===== src/rtl/alu_operand_regfile.sv =====
`default_nettype none
// ============================================================================
// Module   : alu_operand_regfile
// Purpose  : Eight-entry operand register file with carry flag feeding a
//            16-bit ALU. A/B/Cin are registered; ALU results (F, Cout) are
//            written back on command with same-edge write forwarding.
// Revision : 1.0 - initial release
// ============================================================================
module alu_operand_regfile #(
   parameter int WIDTH   = 16,
   parameter int DEPTH   = 8,
   parameter int AW      = 3,
   parameter int ZERO_R0 = 1
) (
   input  logic             clk,
   input  logic             rst,
   input  logic [AW-1:0]    AA,
   input  logic [AW-1:0]    BA,
   input  logic [AW-1:0]    DA,
   input  logic             RW,
   input  logic [WIDTH-1:0] D,
   input  logic             CW,
   input  logic             Cout_in,
   input  logic             CLRC,
   output logic [WIDTH-1:0] A,
   output logic [WIDTH-1:0] B,
   output logic             Cin,
   output logic             Aval
);

   localparam logic C_ZERO_R0 = (ZERO_R0 != 0);

   logic [WIDTH-1:0] regs_q [DEPTH];
   logic [WIDTH-1:0] a_q, a_d;
   logic [WIDTH-1:0] b_q, b_d;
   logic             cin_q, cin_d;
   logic             aval_q;

   logic             w_da_in_range;
   logic             w_wr_en;

   // Qualify the write: destination must exist and must not be a hard-wired R0
   always_comb begin
      w_da_in_range = 1'b0;
      for (int i = 0; i < DEPTH; i++) begin
         if (DA == AW'(i)) w_da_in_range = 1'b1;
      end
      w_wr_en = RW && w_da_in_range && !(C_ZERO_R0 && (DA == '0));
   end

   // Operand selection with forwarding of a write landing on the same edge
   always_comb begin
      a_d = '0;
      b_d = '0;
      for (int i = 0; i < DEPTH; i++) begin
         if (AA == AW'(i)) a_d = regs_q[i];
         if (BA == AW'(i)) b_d = regs_q[i];
      end
      if (w_wr_en && (DA == AA)) a_d = D;
      if (w_wr_en && (DA == BA)) b_d = D;
      if (C_ZERO_R0 && (AA == '0)) a_d = '0;
      if (C_ZERO_R0 && (BA == '0)) b_d = '0;
   end

   // Carry flag next state: clear wins over capture, otherwise hold
   always_comb begin
      cin_d = cin_q;
      if (CLRC)    cin_d = 1'b0;
      else if (CW) cin_d = Cout_in;
   end

   // Register array write-back
   always_ff @(posedge clk or posedge rst) begin
      if (rst) begin
         for (int i = 0; i < DEPTH; i++) regs_q[i] <= '0;
      end else begin
         for (int i = 0; i < DEPTH; i++) begin
            if (w_wr_en && (DA == AW'(i))) regs_q[i] <= D;
         end
      end
   end

   // Operand, carry and valid output registers
   always_ff @(posedge clk or posedge rst) begin
      if (rst) begin
         a_q    <= '0;
         b_q    <= '0;
         cin_q  <= 1'b0;
         aval_q <= 1'b0;
      end else begin
         a_q    <= a_d;
         b_q    <= b_d;
         cin_q  <= cin_d;
         aval_q <= 1'b1;
      end
   end

   assign A    = a_q;
   assign B    = b_q;
   assign Cin  = cin_q;
   assign Aval = aval_q;

endmodule
`default_nettype wire


===== config.mk =====
export PLATFORM = sky130hd
export DESIGN_NAME = alu_operand_regfile
export DESIGN_NICKNAME = d
export VERILOG_FILES = /design/src/rtl/alu_operand_regfile.sv
export SDC_FILE = /design/constraint.sdc
export NUM_CORES = 1
export LEC_CHECK = 0
export CAP_MARGIN = 20
export CORE_AREA = 10 10 175 144
export CTS_BUF_LIST = sky130_fd_sc_hd__clkbuf_8
export DETAILED_ROUTE_END_ITERATION = 12
export DIE_AREA = 0 0 185 154
export GPL_TIMING_DRIVEN = 0
export MAX_ROUTING_LAYER = met4
export PLACE_DENSITY_LB_ADDON = 0.25
export SYNTH_ARGS = -nofsm -noshare
export SYNTH_HDL_FRONTEND = slang
export SYNTH_SLANG_ARGS = --single-unit

===== constraint.sdc =====
create_clock -name clk -period 4.7 [get_ports clk]
set_input_delay 1.175 -clock clk [delete_from_list [all_inputs] [get_ports clk]]
set_output_delay 1.175 -clock clk [all_outputs]
set_load 0.05 [all_outputs]

==> results by group, run 1 <==
Clocking
  • Number of buffers created by CTS: 17
  • CTS clock-pin slew for the worst setup and hold paths: 0.08 ns
  • CTS Buffer Depth: 2
  • CTS Hold Bufs: 0
  • Post-CTS sizing: 0
  • Clk Latency, worst-skew pair: 0.47 ns
  • Setup bufs post-CTS: 0
  • Clk sinks: 146
  • Root Buffer Master: clkbuf_8
  • CTS H-tree depth: 4
  • CTS tree: built

Synth
  • Post-synthesis compound-gate area fraction: 10.8%
  • Post-Synth Adder-Cell Area: 0%
  • Avg Inst Size Synth: 11.9 sq um
  • Sequential fraction of the synthesis area: 50.2%
  • Synth warn: 0
  • Synth Area in Simple Gates: 7.20%
  • Post-synth top cells: dfrtp_1 (146), mux2_2 (117), nand2_1 (58), nor2_1 (35), o21ai_0 (35)
  • XOR/XNOR Fraction of Synth Area: 0.722%
  • Syn_nets: 641
  • Post-synth EDFFs: 0
  • Synth area leader: dfrtp_1
  • Syn Inst Count: 610
  • Top-count cell post-synth: dfrtp_1
  • Most common flop cell mapped by yosys: dfrtp_1
  • Asr flop ratio synth: 100%
  • Largest family of logic cells by synthesized area: multiplexers
  • Yosys reg bits: 146
  • Post-Syn Area: 7280 sq um
  • Synth top area cells: dfrtp_1 (50%), mux2_2 (18%), mux4_2 (4.9%)
  • Synth top area share: 50.2%
  • Netlist cell types: 36
  • Multiplexer share of the synthesized area: 27.7%

GRT
  • All-Layer GR Usage: 16.3%
  • Global-route wire length before repair: 34,100 microns
  • Initial antenna violation count: 0
  • Largest net degree at the start of global routing: 43
  • Vias in the first global route: 5,677
  • Total gr overflow: 0

Worst setup path
  • CP max FO: 10
  • Slowest stage delay, CP: 0.64 ns
  • CP cell instances: clkdlybuf4s50_1 > buf_2 > buf_2 > nand2_1 > nor2_1 > a21oi_1 > o31ai_1
  • Crit Path Class: input pin to flip-flop
  • Most common cell on crit path: buf_2
  • RR Endpoint: A[14]
  • Setup slack, reg-to-reg: 3.16 ns
  • Slowest-stage cell, CP: clkdlybuf4s50_1
  • FF-to-FF path depth: 3
  • Critical Path Start Type: input pin
  • Worst Path Required: 5.00 ns
  • CP endpoint kind: flip-flop
  • WP data arrival: 3.60 ns
  • R2r startpoint: regs_q[46]

Die
  • Core ar.: 21,500 sq um
  • Num rows: 48
  • Die width: 185 microns
  • Die area: 28,500 sq um
  • Initial Util: 33.9%
  • Die height: 154 microns
  • IO Count: 65

Min path
  • Worst Hold Endpoint: regs_q[40]
  • Hold depth: 2
  • Hold Startpoint: regs_q[40]
  • Hold crit path type: flip-flop to flip-flop

Detailed routing
  • Wirelength per Cell: 23.0 microns
  • First drt pass iteration count: 5
  • Vias/cell: 5.55
  • Met1 wire length: 9890 microns
  • Top sig layer: met4
  • Number of antenna-violating nets in the routed design: 0
  • DRT iter0 DRCs: 530
  • WL met3: 1730 microns
  • DRC viols: 0
  • WL final: 22,500 microns
  • Routed length on met2: 10,600 microns
  • Vias: 5,419

Timing
  • Max-slew violations: 0
  • Endpoints failing setup: 0
  • Final hold viol count: 0
  • Worst hold-check slack: 0.518 ns
  • Unrepaired setup endpoints after global routing: false
  • Final Skew: 0.00974 ns
  • Final worst slack: 1.40 ns
  • Worst-Margin Slew: 0.997 ns
  • Final Critical Period: 3.30 ns
  • Max Fclk: 0.303 GHz
  • Setup TNS: 0 ns
  • Period utilisation layout: 70.2%
  • Relative slew slack: 33.6%

Pwr
  • Max rail drop VDD: 0.000190 V
  • Pwr per Cell Area: 440 nW/um^2
  • Pleak: 3.69 nW

Finish
  • Ant diodes: 0
  • Area grow syn2layout: 19.3%
  • Share of cells above drive strength 1: 28.5%
  • Core Util, Final: 40.4%
  • Final #Nets: 720

Place
  • Port bufs: 57
  • Worst slack, placed: 1.03 ns
  • DP Wirelength: 15,200 microns
  • GP Congestion: 0.879

Flow run
  • Total of max-cap violations: 0

Status
  • Status: completed
## critical path, delay by kind of cell
family	cells	cell delay [ns]
buf+inv	3	1.28
compound gates	2	0.58
simple gates	2	0.56
## logic make-up (layout without fill, tap and decap cells)
| logic type | after synthesis | in the layout |
|---|---|---|
| AO/OA/AOI/OAI | 122 | 122 |
| XOR/XNOR | 6 | 6 |
| buffers and inverters | 54 | 146 |
| flip-flops | 146 | 146 |
| multiplexers | 167 | 167 |
| other | 1 | 1 |
| AND/OR/NAND/NOR | 114 | 114 |
## registers in the layout, summed over array words and instances (netlist names)
signal / cells
Cin: 1
A: 16
Aval: 1
regs_q: 112
B: 16
## cell usage in the layout, fill, tap and decap left out, drive strengths merged, types with 3 or more instances in the layout
cell type      Yosys  layout
bufinv             0       4
o22ai             16      16
a211o              3       3
clkinv             0       7
clkdlybuf4s50      0      57
mux2             117     117
nand4b             3       3
xor2               6       6
a21oi             22      22
inv                5       5
nor2              36      36
o31ai             10      10
nand2             58      58
a22oi             14      14
clkinvlp           0       4
clkbuf            20      37
a22o              15      15
nand2b             3       3
a221oi             3       3
dfrtp            146     146
nor2b              3       3
o21ai             35      35
mux2i             34      34
mux4              16      16
a2111oi            4       4
buf               29      32
## report_power, final
part           internal [mW]  switching, mW  total, mW
sequential              1.52          0.179       1.70
clock                  0.573          0.520       1.09
combinational          0.475          0.556       1.03
## worst max path at each step
stage,end,cells past startpoint,slack [ns],startpoint
floorplan,A[0],1,1.69,rst
CTS,B[15],7,1.51,BA[1]
global placement,B[8],2,0.43,rst
finish,B[15],7,1.40,BA[1]
global route,B[15],7,1.39,BA[1]
detailed placement,B[15],7,1.03,BA[1]
## through the flow
step | instances | total power [mW] | instance area, sq um
after floorplan | 610 | 2.40 | 7290
after global placement | 942 | 2.70 | 8200
after detailed placement | 945 | 2.75 | 8260
after CTS | 977 | 3.84 | 8690
after global routing | 977 | 4.00 | 8690
final | 977 | 3.82 | 8690
## cell type report
cell class                      instances  area [sq um]
Inverter                                5          22.5
Sequential cell                       146          3650
Clock inverter                         15           193
Clock buffer                           17           234
Buffer                                 49           223
Multi-Input combinational cell        410          3390
Tap cell                              275           344
Fill cell                            2044         12800
Timing Repair Buffer                   60           631
## layer usage
metal	GRT usage [%]	vias up
met3	4.12	30
li1	-	2388
met2	24.6	243
met1	21.3	2758
met5	-	-
met4	4.52	0
(Power assumes the default switching activity.)
==> run 2: changes to the inputs <==
==> constraint.sdc (replaced) <==
create_clock -name clk -period 3.1 [get_ports clk]
set_input_delay 0.775 -clock clk [delete_from_list [all_inputs] [get_ports clk]]
set_output_delay 0.775 -clock clk [all_outputs]
set_load 0.05 [all_outputs]
==> results of run 2 <==
The final DEF is identical to that of run 1. Status: completed.
Among the figures that moved: setup slack after placement 1.03 ns -> -0.171 ns; setup slack after layout 1.40 ns -> 0.199 ns; register-to-register setup slack 3.16 ns -> 1.56 ns; total power 3.82 mW -> 5.80 mW; worst IR drop on VDD 0.000190 V -> 0.000288 V
